## config.mk

```make
export PLATFORM = sky130hd
export DESIGN_NAME = axis_byte_packer
export DESIGN_NICKNAME = d
export VERILOG_FILES = /design/src/rtl/axis_byte_packer.sv
export SDC_FILE = /design/constraint.sdc
export NUM_CORES = 1
export LEC_CHECK = 0
export ABC_AREA = 0
export CORE_UTILIZATION = 50
export CTS_CLUSTER_DIAMETER = 100
export DETAILED_ROUTE_END_ITERATION = 16
export GPL_TIMING_DRIVEN = 0
export HOLD_SLACK_MARGIN = 0.05
export PLACE_DENSITY = 0.72
export SLEW_MARGIN = 15
export SYNTH_ARGS = -nofsm -noshare
export SYNTH_HDL_FRONTEND = slang
export SYNTH_SLANG_ARGS = --single-unit
```

## constraint.sdc

```tcl
create_clock -name clk_i -period 2 [get_ports clk_i]
set_clock_uncertainty 0.05 [all_clocks]
set_input_delay 0.4 -clock clk_i [delete_from_list [all_inputs] [get_ports clk_i]]
set_output_delay 0.4 -clock clk_i [all_outputs]
set_load 0.05 [all_outputs]
```

## src/rtl/axis_byte_packer.sv

```systemverilog
// axis_byte_packer: packs an 8-bit AXI-stream into WORD_BYTES-wide words
// with per-lane keep flags. s_last always closes the current word, which
// may be partial, and that word carries m_last. pkt_count counts packets
// leaving the output and wraps at 16 bits.
// Optional build macro PACK_MSB_FIRST_EN: big-endian lane order (first byte
// in the top lane, partial words left-aligned). Default is little-endian.
module axis_byte_packer #(
    parameter int WORD_BYTES = 4
) (
    input  logic                    clk_i,
    input  logic                    reset_ni,
    input  logic [7:0]              s_data_i,
    input  logic                    s_valid_i,
    input  logic                    s_last_i,
    output logic                    s_ready_o,
    output logic [8*WORD_BYTES-1:0] m_data_o,
    output logic [WORD_BYTES-1:0]   m_keep_o,
    output logic                    m_valid_o,
    output logic                    m_last_o,
    input  logic                    m_ready_i,
    output logic [15:0]             pkt_count_o
);
    localparam int CW = (WORD_BYTES > 1) ? $clog2(WORD_BYTES) : 1;
    localparam logic [CW-1:0] LAST_POS = CW'(WORD_BYTES - 1);

    // Accumulator state: cnt_q == 0 is EMPTY, anything else is FILL.
    logic [CW-1:0]           cnt_q, cnt_d;
    logic [8*WORD_BYTES-1:0] acc_q, acc_d;
    logic [WORD_BYTES-1:0]   acc_keep_q, acc_keep_d;
    // Output register.
    logic [8*WORD_BYTES-1:0] m_data_q, m_data_d;
    logic [WORD_BYTES-1:0]   m_keep_q, m_keep_d;
    logic                    m_valid_q, m_valid_d;
    logic                    m_last_q, m_last_d;
    logic [15:0]             pkt_q, pkt_d;

    logic                    s_ready;
    logic                    accept;
    logic                    complete;
    logic [CW-1:0]           lane;
    logic [8*WORD_BYTES-1:0] merged_data;
    logic [WORD_BYTES-1:0]   merged_keep;

`ifdef PACK_MSB_FIRST_EN
    assign lane = LAST_POS - cnt_q;
`else
    assign lane = cnt_q;
`endif

    // Accumulator with the incoming byte dropped into its lane.
    for (genvar i = 0; i < WORD_BYTES; i++) begin : g_lane
        assign merged_data[8*i +: 8] = (lane == CW'(i)) ? s_data_i : acc_q[8*i +: 8];
        assign merged_keep[i]        = (lane == CW'(i)) | acc_keep_q[i];
    end

    assign accept   = s_valid_i && s_ready;
    assign complete = (cnt_q == LAST_POS) || s_last_i;

    // State register: accumulator, output word and packet counter.
    always_ff @(posedge clk_i or negedge reset_ni) begin
        if (!reset_ni) begin
            cnt_q      <= '0;
            acc_q      <= '0;
            acc_keep_q <= '0;
            m_data_q   <= '0;
            m_keep_q   <= '0;
            m_valid_q  <= 1'b0;
            m_last_q   <= 1'b0;
            pkt_q      <= '0;
        end else begin
            cnt_q      <= cnt_d;
            acc_q      <= acc_d;
            acc_keep_q <= acc_keep_d;
            m_data_q   <= m_data_d;
            m_keep_q   <= m_keep_d;
            m_valid_q  <= m_valid_d;
            m_last_q   <= m_last_d;
            pkt_q      <= pkt_d;
        end
    end

    // Next state: drain the output on handshake, then fold in any accepted byte.
    always_comb begin
        cnt_d      = cnt_q;
        acc_d      = acc_q;
        acc_keep_d = acc_keep_q;
        m_data_d   = m_data_q;
        m_keep_d   = m_keep_q;
        m_valid_d  = m_valid_q;
        m_last_d   = m_last_q;
        pkt_d      = pkt_q;
        if (m_valid_q && m_ready_i) begin
            m_valid_d = 1'b0;
            if (m_last_q) pkt_d = pkt_q + 16'd1;
        end
        if (accept) begin
            if (complete) begin
                // A completion overrides the drain so words can flow every cycle.
                m_data_d   = merged_data;
                m_keep_d   = merged_keep;
                m_valid_d  = 1'b1;
                m_last_d   = s_last_i;
                acc_d      = '0;
                acc_keep_d = '0;
                cnt_d      = '0;
            end else begin
                acc_d      = merged_data;
                acc_keep_d = merged_keep;
                cnt_d      = cnt_q + CW'(1);
            end
        end
    end

    // Outputs: s_ready is combinational from m_ready so a drained word frees the slot at once.
    always_comb begin
        s_ready     = reset_ni && (!m_valid_q || m_ready_i);
        s_ready_o   = s_ready;
        m_data_o    = m_data_q;
        m_keep_o    = m_keep_q;
        m_valid_o   = m_valid_q;
        m_last_o    = m_last_q;
        pkt_count_o = pkt_q;
    end
endmodule

```

==> results.toml <==
[setup_path]
path_cells = "clkdlybuf4s50_1"
cp_slowest_cell = "clkdlybuf4s50_1"
cp_top_family = "buffers and inverters"
worst_ep_arrival_time_ns = 1.51
crit_buf_inv = 1
critical_path_class = "register to primary output"
slowest_delay_ns = 0.80
end_kind = "primary output"
cp_data_required_time_ns = 1.55
startpoint_type = "register"
critPathMaxFanout = 2
rrSetupSlack_ns = 0.09

[timing]
tightest_slew_ns = 0.713
setup_viol = 0
fin_crit_ns = 1.96
fin_ws_ns = 0.0414
slew_violations = 0
max_slew_margin_pct = 52.5
clock.fmax_ghz = 0.511
hold_violations = 0
period_share_pct = 97.9

[die]
ios = 68
die_x_um = 89.6
initial_core_util_pct = 52.4
die_area_um2 = 8030
core-area_um2 = 7330
die_h_um = 89.6
rows = 31

[clock_network]
cts.clk_slew.worst_paths_ns = 0.08
cts_tree = "built"
cts_root_buffer = "clkbuf_8"
htreeDepth = 3
clock_path_buffers = 2
insertion_delay_ns = 0.35
cts_buffers = 9
clock_sinks = 92

[routing]
drtPass1Iterations = 4
routedWlPerCell_um = 16.5
drtIter0Drc = 129
antenna_left = 0
wirelength_um = 8460
drc = 0
via_count = 2735
vias_per_cell = 5.34

[synth]
ys_warn_count = 0
syn_area_per_cell_um2 = 11.7
synth_nets = 345
ys_types = 32
syn_area_um2 = 3840
syn-instance-count = 327
ys_ff_latch = 92
yosysSeqAreaShare_pct = 60.0

[layout]
seq_area_um2 = 2300
area_growth_pct = 29.7
diodes = 0
multi_input_area_um2 = 1440
final_common_cell = "dfrtp_1"
nNetsFinal = 428
fin_util_pct = 67.9
drive_gt1_share_pct = 10.7
fillers = 578
mostFrequentLayoutCells = "92 x dfrtp_1, 41 x nand2_1, 35 x o21ai_1"

[power]
internal-power_mw = 3.49
irDropWorstVdd_mv = 0.587
combPwrFrac_pct = 35.4
p_switching_mw = 2.10
seqPwrFrac_pct = 42.6
clkPwrFrac_pct = 22.0
power_density_nw_per_um2 = 1120
p_leak_nw = 2.72
p_sw_share_pct = 37.6

[grt]
grt_pass1_vias = 2568
antenna_found_initial = 0
grt_overflow = 0
grt_pass1_wl_um = 13200
grt_max_degree = 49
grtUsageTotal_pct = 22.6

[place]
preCtsSetupSlack_ns = -0.678
dp_hpwl_um = 5640
gp_congestion = 0.764
io_buffers = 67

[outcome]
status = "finished clean"

[min_path]
hp-class = "input pin to asynchronous set/reset pin"

[flow_run]
drv_cap = 0
[flip-flops by register name (all words and copies together) (netlist names)]
signal,cells
pkt_count_o,16
cnt_q,2
acc_q,32
acc_keep_q,4
m_keep_o,4
m_last_o,1
m_valid_o,1
m_data_o,32
[layout make-up]
type,count,share of cell area [%]
inverters,4,0.302
plain buffers,17,1.61
clock buffers,12,3.12
well taps,99,2.49
repair buffers,72,16.6
multi-input cells,214,29.0
flip-flops and latches,92,46.2
clock inverters,2,0.704
[what timing repair did]
action / in CTS / in global routing
setup buffers: 0 / 0
gates cloned: 0 / 0
hold buffers: 4 / 0
setup endpoints to repair: 20 / 26
pin swaps: 0 / 0
hold endpoints to repair: 44 / 0
resized for setup: 26 / 26
[power groups by stage]
stage	clock [mW]	sequential, mW	combinational (mW)
finish	1.23	2.38	1.98
global route	1.32	2.43	2.11
CTS	1.26	2.38	2.01
detailed placement	0	2.42	2.02
global placement	0	2.41	1.99
floorplan	0	3.16	0.585
[cells in the mapped netlist]
master | instances | area (um2)
a21oi_1 | 3 | 15.0
a22o_1 | 25 | 219
and2_1 | 11 | 68.8
and2_2 | 1 | 7.51
and3_1 | 4 | 25.0
and3_2 | 3 | 22.5
and3_4 | 1 | 11.3
and4_1 | 1 | 8.76
and4_4 | 1 | 11.3
buf_1 | 3 | 11.3
buf_2 | 13 | 65.1
clkbuf_1 | 1 | 3.75
dfrtp_1 | 92 | 2300
ha_1 | 5 | 62.6
inv_1 | 4 | 15.0
mux2_2 | 1 | 11.3
mux2i_1 | 32 | 320
nand2_1 | 41 | 154
nand2b_4 | 1 | 13.8
nand3_1 | 5 | 25.0
nand4_1 | 5 | 31.3
nand4_2 | 1 | 12.5
nor2_1 | 13 | 48.8
nor3_1 | 2 | 10.0
nor4b_1 | 1 | 8.76
o21ai_0 | 2 | 10.0
o21ai_1 | 35 | 175
o21ai_2 | 3 | 26.3
or2_1 | 1 | 6.26
or3_1 | 1 | 6.26
xnor2_1 | 9 | 78.8
xor2_1 | 6 | 52.6
[kinds of logic (layout without fill, tap and decap cells)]
kind of cell | Yosys count | in the layout | synth area share (%)
AO/OA/AOI/OAI | 68 | 68 | 11.6
XOR/XNOR | 15 | 15 | 3.42
adder cells (fa/ha/maj) | 5 | 5 | 1.63
buffers and inverters | 21 | 107 | 2.48
flip-flops | 92 | 92 | 60.0
multiplexers | 33 | 33 | 8.63
AND/OR/NAND/NOR | 93 | 93 | 12.3
[metal layers]
metal | vias to the layer above | GRT usage, % | routed length [um]
li1 | 1310 | - | -
met1 | 1349 | 33.1 | 4160
met2 | 65 | 34.0 | 3850
met3 | 11 | 4.20 | 326
met4 | 0 | 7.79 | 124
met5 | - | 0 | 0
[path summary, 6_finish.rpt]
| path | from | endpoint | cells past startpoint |
|---|---|---|---|
| max | m_data_o[30]$_DFFE_PN0P_ | m_data_o[30] | 1 |
| min | reset_ni | pkt_count_o[9]$_DFFE_PN0P_ | 3 |
| max reg2reg | cnt_q[0]$_DFFE_PN0N_ | m_data_o[18]$_DFFE_PN0P_ | 7 |
| min reg2reg | pkt_count_o[15]$_DFFE_PN0P_ | pkt_count_o[15]$_DFFE_PN0P_ | 1 |
| max in group asynchronous | reset_ni | acc_q[17]$_DFFE_PN0N_ | 4 |
| min in group clk_i | pkt_count_o[15]$_DFFE_PN0P_ | pkt_count_o[15]$_DFFE_PN0P_ | 1 |
[per-stage QoR]
step                      cells  total power, mW  cell area, um2  hold WS [ns]  TNS, ns
after global routing        512             5.86            4980        0.0728  -0.0220
after floorplan             327             3.74            3840        0.0544        0
final                       512             5.59            4980        0.0674        0
after global placement      493             4.40            4630         0.407  -554.40
after detailed placement    494             4.44            4660         0.389   -14.29
after CTS                   512             5.65            4910        0.0660        0
Power figures use the tool's default switching activity.
